$ cat src/rtl/msg_reader_if.sv
// Memory-mapped bus between the message reader (master) and the image-processor slave.
interface msg_reader_if;
  logic        m_chipselect;
  logic        m_read;
  logic        m_write;
  logic [3:0]  m_address;
  logic [31:0] m_writedata;
  logic [31:0] m_readdata;

  modport master (output m_chipselect, m_read, m_write, m_address, m_writedata,
                  input  m_readdata);
  modport slave  (input  m_chipselect, m_read, m_write, m_address, m_writedata,
                  output m_readdata);
endinterface

$ cat src/rtl/msg_reader.sv
// Polls the image-processor status word and decodes three-word bounding-box
// messages (ID, top-left, bottom-right) from its message FIFO.
module msg_reader #(
  parameter int          POLL_INTERVAL = 1024,
  parameter logic [31:0] MSG_ID        = 32'h00524242
) (
  input  logic         clk,
  input  logic         reset_n,
  input  logic         enable,
  msg_reader_if.master m,
  output logic [10:0]  bb_left,
  output logic [10:0]  bb_top,
  output logic [10:0]  bb_right,
  output logic [10:0]  bb_bottom,
  output logic         bb_valid,
  output logic         bb_empty,
  output logic [15:0]  msg_count,
  output logic [7:0]   resync_count
);
  typedef enum logic [3:0] {
    FLUSH, POLL, POLL_CAP, WAIT, ID_RD, ID_CAP,
    TL_RD, TL_CAP, BR_RD, BR_CAP, GAP, IDLE
  } state_t;

  state_t      state, nxt;
  logic [31:0] wait_cnt;
  logic [10:0] tl_x, tl_y, br_x, br_y;
  logic        id_match, cnt_ok;

  assign br_x     = m.m_readdata[26:16];
  assign br_y     = m.m_readdata[10:0];
  assign id_match = (m.m_readdata == MSG_ID);
  assign cnt_ok   = (m.m_readdata[15:8] >= 8'd3);

  // Bus strobes are a pure decode of state; every access state is followed
  // by a non-access state, which gives the slave its re-arm idle cycle.
  always_comb begin
    nxt            = state;
    m.m_chipselect = 1'b0;
    m.m_read       = 1'b0;
    m.m_write      = 1'b0;
    m.m_address    = 4'd0;
    m.m_writedata  = 32'd0;
    case (state)
      IDLE:     if (enable) nxt = FLUSH;
      FLUSH: begin
        m.m_chipselect = 1'b1;
        m.m_write      = 1'b1;
        m.m_writedata  = 32'h0000_0010;
        nxt            = GAP;
      end
      POLL: begin
        m.m_chipselect = 1'b1;
        m.m_read       = 1'b1;
        nxt            = POLL_CAP;
      end
      POLL_CAP: nxt = !enable ? IDLE : (cnt_ok ? ID_RD : WAIT);
      WAIT:     if (wait_cnt == 32'd0) nxt = enable ? POLL : IDLE;
      ID_RD, TL_RD, BR_RD: begin
        m.m_chipselect = 1'b1;
        m.m_read       = 1'b1;
        m.m_address    = 4'd1;
        nxt            = (state == ID_RD) ? ID_CAP : (state == TL_RD) ? TL_CAP : BR_CAP;
      end
      ID_CAP:   nxt = id_match ? TL_RD : GAP;
      TL_CAP:   nxt = BR_RD;
      BR_CAP:   nxt = GAP;
      GAP:      nxt = enable ? POLL : IDLE;
      default:  nxt = IDLE;
    endcase
  end

  always_ff @(posedge clk) begin
    if (!reset_n) begin
      state        <= IDLE;
      wait_cnt     <= 32'd0;
      tl_x         <= 11'd0;
      tl_y         <= 11'd0;
      bb_left      <= 11'd0;
      bb_top       <= 11'd0;
      bb_right     <= 11'd0;
      bb_bottom    <= 11'd0;
      bb_valid     <= 1'b0;
      bb_empty     <= 1'b0;
      msg_count    <= 16'd0;
      resync_count <= 8'd0;
    end else begin
      state    <= nxt;
      bb_valid <= 1'b0;
      if (state == POLL_CAP)
        wait_cnt <= 32'(POLL_INTERVAL - 1);
      else if (state == WAIT && wait_cnt != 32'd0)
        wait_cnt <= wait_cnt - 32'd1;
      if (state == ID_CAP && !id_match && resync_count != 8'hFF)
        resync_count <= resync_count + 8'd1;
      if (state == TL_CAP) begin
        tl_x <= m.m_readdata[26:16];
        tl_y <= m.m_readdata[10:0];
      end
      // An inverted box means "no detection": flag it, keep the last good box.
      if (state == BR_CAP) begin
        bb_valid  <= 1'b1;
        msg_count <= msg_count + 16'd1;
        if (tl_x > br_x || tl_y > br_y) begin
          bb_empty <= 1'b1;
        end else begin
          bb_empty  <= 1'b0;
          bb_left   <= tl_x;
          bb_top    <= tl_y;
          bb_right  <= br_x;
          bb_bottom <= br_y;
        end
      end
    end
  end
endmodule

$ cat src/flat_wrapper.sv
// flat-port wrapper written by rule: the top's interface ports become plain ports
module msg_reader_flat 
#(
  parameter int          POLL_INTERVAL = 1024,
  parameter logic [31:0] MSG_ID        = 32'h00524242
)
  (clk, reset_n, enable, bb_left, bb_top, bb_right, bb_bottom, bb_valid, bb_empty, msg_count, resync_count, m_m_chipselect, m_m_read, m_m_write, m_m_address, m_m_writedata, m_m_readdata);
  msg_reader_if m_i ();
  input  logic clk;
  input  logic reset_n;
  input  logic enable;
  output logic [10:0] bb_left;
  output logic [10:0] bb_top;
  output logic [10:0] bb_right;
  output logic [10:0] bb_bottom;
  output logic bb_valid;
  output logic bb_empty;
  output logic [15:0] msg_count;
  output logic [7:0] resync_count;
  output wire logic [$bits(m_i.m_chipselect)-1:0] m_m_chipselect;
  output wire logic [$bits(m_i.m_read)-1:0] m_m_read;
  output wire logic [$bits(m_i.m_write)-1:0] m_m_write;
  output wire logic [$bits(m_i.m_address)-1:0] m_m_address;
  output wire logic [$bits(m_i.m_writedata)-1:0] m_m_writedata;
  input wire logic [$bits(m_i.m_readdata)-1:0] m_m_readdata;
  assign m_m_chipselect = m_i.m_chipselect;
  assign m_m_read = m_i.m_read;
  assign m_m_write = m_i.m_write;
  assign m_m_address = m_i.m_address;
  assign m_m_writedata = m_i.m_writedata;
  assign m_i.m_readdata = m_m_readdata;
  msg_reader #(.POLL_INTERVAL(POLL_INTERVAL), .MSG_ID(MSG_ID)) u_core (.clk(clk), .reset_n(reset_n), .enable(enable), .m(m_i), .bb_left(bb_left), .bb_top(bb_top), .bb_right(bb_right), .bb_bottom(bb_bottom), .bb_valid(bb_valid), .bb_empty(bb_empty), .msg_count(msg_count), .resync_count(resync_count));
endmodule
$ cat config.mk
export PLATFORM = sky130hd
export DESIGN_NAME = msg_reader_flat
export DESIGN_NICKNAME = d
export VERILOG_FILES = /design/src/rtl/msg_reader_if.sv /design/src/rtl/msg_reader.sv /design/src/flat_wrapper.sv
export SDC_FILE = /design/constraint.sdc
export NUM_CORES = 1
export LEC_CHECK = 0
export BUFFER_PORTS_ARGS = -buffer_cell sky130_fd_sc_hd__buf_2
export CELL_PAD_IN_SITES_DETAIL_PLACEMENT = 1
export CELL_PAD_IN_SITES_GLOBAL_PLACEMENT = 2
export CORE_MARGIN = 3
export CORE_UTILIZATION = 32
export CTS_CLUSTER_SIZE = 12
export DETAILED_ROUTE_END_ITERATION = 16
export PLACE_DENSITY_LB_ADDON = 0.1
export SETUP_SLACK_MARGIN = 0.5
export SLEW_MARGIN = 20
export SYNTH_ARGS = -nofsm -noshare
export SYNTH_HDL_FRONTEND = slang
export SYNTH_SLANG_ARGS = --single-unit
$ cat constraint.sdc
create_clock -name clk -period 3.7 [get_ports clk]
set_input_delay 0.74 -clock clk [delete_from_list [all_inputs] [get_ports clk]]
set_output_delay 0.74 -clock clk [all_outputs]
set_load 0.01 [all_outputs]
==> results of run 1 <==
-- critical path: stages, from the launching register on --
cell	delay [ns]
dfxtp_1	0.37
or4_1	0.66
or4_1	0.55
nor3_1	0.65
buf_4	0.32
or4b_1	0.14
a21oi_1	0.06
-- power by group --
part / internal [mW] / total (mW) / leakage [nW] / switching (mW)
Clock: 1.01 / 1.66 / 0.271 / 0.653
Combinational: 1.03 / 2.82 / 1.95 / 1.79
Sequential: 1.61 / 1.82 / 1.04 / 0.213
-- cell usage in the layout, fill, tap and decap left out, types with 5 or more instances in the layout --
cell type	instances
and2_1	5
nor4b_1	5
o21ai_0	18
dfxtp_1	128
mux2i_1	48
buf_2	109
clkinvlp_4	5
clkbuf_16	17
nand3_1	15
buf_4	14
nor3_1	17
or4_1	18
xor2_1	7
xnor2_1	8
conb_1	34
a21oi_1	68
nand4b_1	7
ha_1	26
nand2_1	161
o41ai_1	9
or3_1	20
nor2_1	42
nor4_1	7
nand4_1	12
inv_1	33
o31ai_1	15
-- flip-flops by register name, summed over array words and instances (netlist names) --
name	count
u_core.tl_y	11
u_core.tl_x	11
u_core.wait_cnt	32
u_core.bb_left	11
u_core.bb_top	11
u_core.bb_valid	1
u_core.state	4
u_core.bb_empty	1
u_core.msg_count	16
u_core.bb_right	11
u_core.bb_bottom	11
u_core.resync_count	8
-- final cells by class --
cell class              instances  area share
clock inverters                13      0.0176
clock buffers                  19      0.0560
repair buffers                123      0.0823
multi-input cells             603       0.461
well taps                     270      0.0427
flip-flops and latches        128       0.324
inverters                      34      0.0161
-- layer usage --
layer / vias up / global-route usage
met1: 2938 / 0.226
met4: 0 / 0.0480
met3: 11 / 0.0346
met2: 105 / 0.317
met5: - / 0
li1: 2982 / -
-- worst max-delay path by stage --
stage                                                   to  slack (ns)
after floorplan           u_core.wait_cnt[28]$_SDFFE_PP0P_        1.04
after global placement     u_core.bb_right[4]$_SDFFE_PN0P_        0.70
after detailed placement   u_core.bb_right[7]$_SDFFE_PN0P_        0.64
after CTS                 u_core.wait_cnt[19]$_SDFFE_PP0P_        0.79
after global routing      u_core.wait_cnt[12]$_SDFFE_PP0P_        0.61
final                     u_core.wait_cnt[19]$_SDFFE_PP0P_        0.78
-- logic make-up after synthesis --
group	Yosys count	synth area share
AND/OR/NAND/NOR	338	0.252
AO/OA/AOI/OAI	142	0.133
adder cells (fa/ha/maj)	26	0.0488
XOR/XNOR	15	0.0197
buffers and inverters	119	0.0901
multiplexers	48	0.0721
flip-flops	128	0.384
other	1	0.000563
-- stage by stage --
step,setup slack (ns),utilization,hold slack (ns)
final,0.784,0.388,0.457
after global routing,0.607,0.388,0.480
after detailed placement,0.640,0.360,0.447
after CTS,0.791,0.388,0.461
after floorplan,1.04,-,0.446
after global placement,0.704,0.360,0.443
==> metrics.txt, run 1 <==
top post-synthesis cells by area dfxtp_1, nand2_1, mux2i_1, a21oi_1, ha_1; drt wl/cell 16.8 µm; status finished clean; Post-synth top cells nand2_1, dfxtp_1, a21oi_1, mux2i_1, nor2_1; Initial Utilization 0.327; P per Cell Area roughly 800 mW/mm²; Setup Buffers After CTS 0; Unique masters post-synth between 60 and 70; HP Start u_core.bb_right[9]$_SDFFE_PN0P_; Die ar. roughly 0.023 mm²; Hold Buf Count CTS 0; register area approximately 0.0026 mm²; Total GRT Usage 0.181; Worst setup EP type flop; RSZ-0062 raised after global routing no; Critical Path Fanout Max 14; Final ANT Viol Nets 0; area leader, netlist dfxtp_1; GRT overflow 0; share of the synthesized area in the top cell type 0.384; Clock Sinks approximately 130; Synth Flop Type dfxtp_1; Die Wd about 150 µm; number of synthesized flops with an enable pin 0; min Tclk post-route around 3 ns; required time of the critical path roughly 4.0 ns; DR WL met2 between 10000 and 15000 µm; Worst Hold Class reg -> reg; CTS root buf clkbuf_16; final setup vio count 0; placed cells between 1000 and 1500; initial antenna violation count 0; fin nets 968; Top Layer Used met4; overall routed net length 20000 µm; M1 wire length 9030 µm; FF-to-FF path depth 6; Final Cell Area between 0.007 and 0.008 mm²; P&R area growth vs syn 18.6%; worst slew pin tran 0.966 ns; r2r setup slk between 0.7 and 0.8 ns; Detailed Place HPWL ~14000 µm; number of I/O pins ~140; synthesized instance count between 800 and 900; Pleak roughly 3.3 nW; Layout fillers roughly 2500; area occupied by multi-input gates 0.00365 mm²; Iteration-0 DRC Markers between 150 and 200; total CTS buffers 17; Worst-path clk slew ~0.060 ns; crit path launch u_core.wait_cnt[24]$_SDFFE_PP0P_; critical path launch point type flop; Total Power roughly 6.3 mW; placed cell area approximately 0.0073 mm²; Synth Area per Inst between 8 and 9 µm²; hold depth 2; Max Slew Vio Count 0; setup TNS 0 ns; reg2reg start u_core.wait_cnt[24]$_SDFFE_PP0P_; R2R Path End u_core.wait_cnt[19]$_SDFFE_PP0P_; largest net degree at the start of global routing 95; Final Hold Violating Endpoints 0; Cell Count, Final, Fillers Out about 1200; first drt pass iteration count 4; vias in the first global route ~6300; Met3 Routed Length approximately 680 µm; Final Cycle Share 0.788; Final Skew around 0.0099 ns; number of synthesized register bits ~130; Slew Limit Headroom 0.356; die extent in y around 150 µm; Max clock buf depth 2; Post-Syn Area around 0.0067 mm²; CTS tree done; clk_lat worst skew between 0.4 and 0.5 ns; Critical Path AT 3.17 ns; fraction of layout cells with a size suffix above 1 0.182; Residual DRC 0; post-synthesis sequential area ratio 0.384; first-pass GRT wire length approximately 33000 µm; Max-Cap Viols 0; CTS H-Tree Depth 4; FMAX ~340 MHz; hold path endpoint u_core.bb_right[9]$_SDFFE_PN0P_; post-CTS sizing 0; Vias roughly 6000; Rows 52; vias per inst roughly 5.1; port bufs about 110; most common cell in the netlist nand2_1; Async SR Flop Fraction 0; Max VDD drop 0.571 mV; Core ar. slightly above 0.02 mm²; synth warn 0; WS Path Type reg -> reg; Inserted Diodes 0; RD Place Congestion 0.760
Power figures use the tool's default switching activity.
==> run 2, diff against run 1 <==
--- a/config.mk
+++ b/config.mk
@@ -9,7 +9,7 @@
 export CELL_PAD_IN_SITES_DETAIL_PLACEMENT = 1
 export CELL_PAD_IN_SITES_GLOBAL_PLACEMENT = 2
 export CORE_MARGIN = 3
-export CORE_UTILIZATION = 32
+export CORE_UTILIZATION = 29
 export CTS_CLUSTER_SIZE = 12
 export DETAILED_ROUTE_END_ITERATION = 16
 export PLACE_DENSITY_LB_ADDON = 0.1
==> constraint.sdc (replaced) <==
create_clock -name clk -period 2.46 [get_ports clk]
set_input_delay 0.492 -clock clk [delete_from_list [all_inputs] [get_ports clk]]
set_output_delay 0.492 -clock clk [all_outputs]
set_load 0.01 [all_outputs]
==> run 2 against run 1 <==
Compared with the run above:
- the run now ends with setup timing left
- sequential power is 50% higher
- clock-buffer cell count increased by 1
- critical path depth is 1 lower
- total power up 130%
- largest cell class unchanged
- largest power group unchanged
- setup slack got worse by 0.85 ns
- clock power grew 55%
- via count rose by 7.5%
- hold slack got worse by 0.11 ns
==> metrics.txt, run 2 (synthesized netlist as in run 1, its figures left out) <==
status finished with violations (was finished clean); violated checks setup timing; initial antenna violation count 0 (unchanged); most flop-heavy register u_core.wait_cnt (unchanged); die extent in y 158 µm (was 150 µm); Worst setup EP type flop (unchanged); CTS root buf clkbuf_16 (unchanged); first drt pass iteration count 4 (unchanged); pre-CTS setup slack -0.0955 ns (was 0.640 ns); Max VDD drop 1.02 mV (was 0.571 mV); RD Place Congestion 0.770 (was 0.760); required time of the critical path 2.81 ns (was 3.96 ns); Slew Limit Headroom 0.651 (was 0.356); port bufs 109 (unchanged); Critical Path Fanout Max 5 (was 14); clk_lat worst skew 0.42 ns (was 0.41 ns); Hold Buf Count CTS 0 (unchanged); Rows 54 (was 52); Final Worst Setup Slack -0.0678 ns (was 0.784 ns); Final Cycle Share 1.03 (was 0.788); fraction of layout cells with a size suffix above 1 0.334 (was 0.182); first-pass GRT wire length 36100 µm (was 32700 µm); Worst Hold Class in -> reg (was reg -> reg); CTS H-Tree Depth 4 (unchanged); max reg flops 32 (unchanged); final setup vio count 3 (was 0); worst slew pin tran 0.516 ns (was 0.966 ns); Iteration-0 DRC Markers 326 (was 181); critical path launch point type flop (unchanged); Die Wd 158 µm (was 150 µm); min Tclk post-route 2.53 ns (was 2.92 ns); final core occ 0.423 (was 0.388); Final ANT Viol Nets 0 (unchanged); overall routed net length 23200 µm (was 20000 µm); Worst-path clk slew 0.06 ns (about the same); Inserted Diodes 0 (unchanged); Layout fillers 2595 (was 2473); FMAX 396 MHz (was 343 MHz); setup TNS -0.112 ns (was 0 ns); Die ar. 0.0248 mm² (was 0.0226 mm²); Critical Path AT 2.88 ns (was 3.17 ns); Total GRT Usage 0.185 (was 0.181); Final Hold Violating Endpoints 0 (unchanged); vias in the first global route 6625 (was 6271); Final Skew 0.0103 ns (was 0.00989 ns); fin nets 1062 (was 968); P per Cell Area 1510 mW/mm² (was 798 mW/mm²); RSZ-0062 raised after global routing yes (was no); Vias 6487 (was 6036); Max-Cap Viols 0 (unchanged); vias per inst 5.01 (was 5.07); Max clock buf depth 2 (unchanged); Pleak 3.87 nW (was 3.26 nW); Top Registers u_core.wait_cnt (32), u_core.msg_count (16) (unchanged); drt wl/cell 17.9 µm (was 16.8 µm); GRT overflow 0 (unchanged); Clock Sinks 128 (unchanged); Max Slew Vio Count 0 (unchanged); CTS tree done (unchanged); Core ar. 0.0222 mm² (was 0.0204 mm²); WS Path Type reg -> reg (unchanged); total CTS buffers 17 (unchanged); commonest non-fill, non-tap cells in the layout nand2_1, dfxtp_1, buf_2, buf_4, a21oi_1 (was nand2_1, dfxtp_1, buf_2, a21oi_1, mux2i_1); Residual DRC 0 (unchanged); commonest non-fill, non-tap cell in the layout nand2_1 (unchanged); Detailed Place HPWL 15300 µm (was 14300 µm); number of I/O pins 144 (unchanged); Initial Utilization 0.300 (was 0.327); P&R area growth vs syn 41.2% (was 18.6%); largest net degree at the start of global routing 87 (was 95)
run 2: cell count changes in the layout (fill, tap and decap cells not counted), sizes merged:
cell	previous run	this run
clkinvlp	5	4
clkbuf	19	20
buf	123	216
or4	21	22
run 2: per-layer routing:
metal,GRT usage,up-vias,part of all wire
met2,0.313,114,0.49
met3,0.0287,16,0.034
met1,0.245,3182,0.47
met5,0,-,0
li1,-,3175,-
met4,0.0525,0,0.010
run 2: critical path, stage by stage, from the launching register on:
cell and delay, ns:
dfxtp_2 0.32, or4_4 0.52, or4_4 0.48, or4_4 0.47, or4_1 0.54, a21oi_1 0.13
run 2: final timing paths:
path                                    startpoint                          endpoint  slack [ns]  cells after the start
setup reg to reg  u_core.wait_cnt[11]$_SDFFE_PP0P_  u_core.wait_cnt[31]$_SDFFE_PP0P_       -0.07                      5
hold reg to reg     u_core.bb_left[4]$_SDFFE_PN0P_    u_core.bb_left[4]$_SDFFE_PN0P_        0.45                      2
hold / removal                    m_m_readdata[17]       u_core.tl_x[1]$_SDFFE_PN0P_        0.34                      3
setup / recovery  u_core.wait_cnt[11]$_SDFFE_PP0P_  u_core.wait_cnt[31]$_SDFFE_PP0P_       -0.07                      5
run 2: power breakdown:
| part | total [mW] | switching, mW | internal [mW] | leakage, nW |
|---|---|---|---|---|
| clock network | 2.57 | 1.02 | 1.55 | 0.279 |
| registers | 2.73 | 0.299 | 2.43 | 1.04 |
| logic | 8.93 | 4.42 | 4.51 | 2.55 |
run 2: metrics by stage:
stage | instance area, µm² | instances | hold slack, ns | total power, mW
after floorplan | 6990 | 850 | 0.443 | 6.40
after detailed placement | 7800 | 1213 | 0.446 | 7.86
final | 9410 | 1294 | 0.344 | 14.2
after global routing | 9410 | 1294 | 0.355 | 15.0
after global placement | 7800 | 1213 | 0.441 | 7.67
after CTS | 9010 | 1274 | 0.331 | 12.6
run 2: repair_timing:
action                                  4_1_cts  5_1_grt
endpoints found under the setup margin       92       92
gates resized for setup                      84       52
endpoints found under the hold margin         0        0
gates cloned                                 10        0
pin swaps                                    13       25
buffers inserted                             19       20
run 2: cell type report:
class / count / area (µm²) / share of cell area
multi-input cells: 604 / 4160 / 0.442
flip-flops and latches: 128 / 2580 / 0.274
repair buffers: 216 / 1600 / 0.170
clock buffers: 20 / 457 / 0.0485
well taps: 280 / 350 / 0.0372
clock inverters: 12 / 135 / 0.0144
inverters: 34 / 128 / 0.0136
==> run 3, diff against run 2 <==
--- a/config.mk
+++ b/config.mk
@@ -12,7 +12,8 @@
 export CORE_UTILIZATION = 29
 export CTS_CLUSTER_SIZE = 12
 export DETAILED_ROUTE_END_ITERATION = 16
-export PLACE_DENSITY_LB_ADDON = 0.1
+export HOLD_SLACK_MARGIN = 0.03
+export PLACE_DENSITY_LB_ADDON = 0.15
 export SETUP_SLACK_MARGIN = 0.5
 export SLEW_MARGIN = 20
 export SYNTH_ARGS = -nofsm -noshare
==> run 3 against run 2 <==
Compared with the run above:
- critical path type unchanged
- clock power up 14%
- core utilization increased by 0.42 points
- clock skew up 0.0098 ns
- final cell count down 0.15%
- combinational power decreased by 3.2%
- die area unchanged
- first-iteration DRC count shrank 34%
- setup slack gained 0.030 ns
- sequential share of layout area is 0.29 points lower
- the flow still finishes with violations (setup timing)
- register-to-register slack gained 0.03 ns
- global-route usage decreased by 0.21 points
- largest cell class unchanged
- highest routed layer unchanged
- via count grew 0.39%
==> metrics.txt, run 3 (synthesized netlist as in run 1, its figures left out) <==
FMAX 400 MHz (was 396 MHz); largest net degree at the start of global routing 72 (was 87); Critical Path AT 2.85 ns (was 2.88 ns); worst hold slack 0.342 ns (was 0.344 ns); worst-path cell chain or4_4 -> or4_4 -> or4_4 -> or4_1 -> a21oi_1 (unchanged); Max Slew Vio Count 0 (unchanged); Detailed Place HPWL 15500 µm (was 15300 µm); die extent in y 158 µm (unchanged); port bufs 109 (unchanged); final core occ 0.428 (was 0.423); Final Skew 0.0201 ns (was 0.0103 ns); most flop-heavy register u_core.wait_cnt (unchanged); fin nets 1060 (was 1062); Iteration-0 DRC Markers 216 (was 326); Cell Count, Final, Fillers Out 1292 (was 1294); Total Power 14.3 mW (was 14.2 mW); Final ANT Viol Nets 0 (unchanged); Top Registers u_core.wait_cnt (32), u_core.msg_count (16) (unchanged); CP Buf/Inv Count 0 (unchanged); drt wl/cell 17.8 µm (was 17.9 µm); vias per inst 5.04 (was 5.01); overall routed net length 23000 µm (was 23200 µm); P per Cell Area 1500 mW/mm² (was 1510 mW/mm²); Core ar. 0.0222 mm² (unchanged); Worst-path clk slew 0.06 ns (about the same); Max-Cap Viols 0 (unchanged); CP most frequent cell or4_4 (unchanged); worst slew pin tran 0.556 ns (was 0.516 ns); WS Path Type reg -> reg (unchanged); kind of cell adding the most delay to the critical path simple AND/OR/NAND/NOR gates (unchanged); final setup vio count 4 (was 3); clk_lat worst skew 0.43 ns (was 0.42 ns); status finished with violations (unchanged); Max VDD drop 0.953 mV (was 1.02 mV); Total GRT Usage 0.183 (was 0.185); Worst setup EP type flop (unchanged); Rows 54 (unchanged); CTS root buf clkbuf_16 (unchanged); crit-path max cell delay 0.54 ns (about the same); Initial Utilization 0.300 (unchanged); max reg flops 32 (unchanged); Clock Sinks 128 (unchanged); number of I/O pins 144 (unchanged); initial antenna violation count 1 (was 0); GRT overflow 0 (unchanged); setup TNS -0.0867 ns (was -0.112 ns); Crit-path slowest cell or4_4 (was or4_1); Residual DRC 0 (unchanged); Die ar. 0.0248 mm² (unchanged); fraction of layout cells with a size suffix above 1 0.321 (was 0.334); Max clock buf depth 2 (unchanged); first-pass GRT wire length 36000 µm (was 36100 µm); commonest non-fill, non-tap cells in the layout nand2_1, dfxtp_1, buf_2, buf_4, a21oi_1 (unchanged); Final Cycle Share 1.02 (was 1.03); Slew Limit Headroom 0.625 (was 0.651); placed cells 1215 (was 1213); Worst Hold Class in -> reg (unchanged); RD Place Congestion 0.801 (was 0.770); Final Cell Area 0.00950 mm² (was 0.00941 mm²); CTS H-Tree Depth 4 (unchanged); P&R area growth vs syn 42.5% (was 41.2%); total CTS buffers 17 (unchanged); violated checks setup timing (unchanged); placed cell area 0.00782 mm² (was 0.00780 mm²); Final Worst Setup Slack -0.0375 ns (was -0.0678 ns); Final Hold Violating Endpoints 0 (unchanged); commonest non-fill, non-tap cell in the layout nand2_1 (unchanged); critical path launch point type flop (unchanged); Die Wd 158 µm (unchanged); Critical Path Fanout Max 5 (unchanged); vias in the first global route 6819 (was 6625); pre-CTS setup slack -0.184 ns (was -0.0955 ns); first drt pass iteration count 5 (was 4); required time of the critical path 2.81 ns (about the same); Pleak 3.97 nW (was 3.87 nW); Vias 6512 (was 6487); CTS tree done (unchanged); RSZ-0062 raised after global routing yes (unchanged); min Tclk post-route 2.50 ns (was 2.53 ns)
## run 3: final cells by class
type	count	area (µm²)
Fill cell	2601	12700
Clock buffer	18	439
Timing Repair Buffer	214	1700
Antenna cell	1	2.50
Tap cell	280	350
Clock inverter	13	233
Multi-Input combinational cell	604	4080
Sequential cell	128	2580
Inverter	34	128
## run 3: report_power, final
| group | internal [mW] | switching, mW |
|---|---|---|
| Sequential | 2.43 | 0.296 |
| Clock | 1.93 | 0.997 |
| Combinational | 4.58 | 4.06 |
## run 3: worst min-delay path, delay by kind of cell
family	cells	cell delay (ns)
AO/OA/AOI/OAI	1	0.05
buffers and inverters	1	0.12
AND/OR/NAND/NOR	1	0.06
## run 3: per-layer routing
layer,vias up,part of all wire,track usage
met3,21,0.031,0.0303
met4,0,0.012,0.0541
li1,3196,-,-
met1,3177,0.48,0.244
met2,118,0.48,0.305
met5,-,0,0
## run 3: path summary, 6_finish.rpt
path                               startpoint                               end  slack, ns  cells past startpoint
min                          m_m_readdata[26]      u_core.tl_x[10]$_SDFFE_PN0P_       0.34                      3
min reg2reg  u_core.bb_bottom[1]$_SDFFE_PN0P_  u_core.bb_bottom[1]$_SDFFE_PN0P_       0.46                      2
max reg2reg  u_core.wait_cnt[11]$_SDFFE_PP0P_  u_core.wait_cnt[31]$_SDFFE_PP0P_      -0.04                      5
max          u_core.wait_cnt[11]$_SDFFE_PP0P_  u_core.wait_cnt[31]$_SDFFE_PP0P_      -0.04                      5
## run 3: timing repair
item / in CTS / in global routing
gates resized for setup: 79 / 32
pin swaps: 12 / 19
cloned: 7 / 2
hold buffers: 0 / 0
endpoints found under the setup margin: 91 / 97
setup buffers: 22 / 14
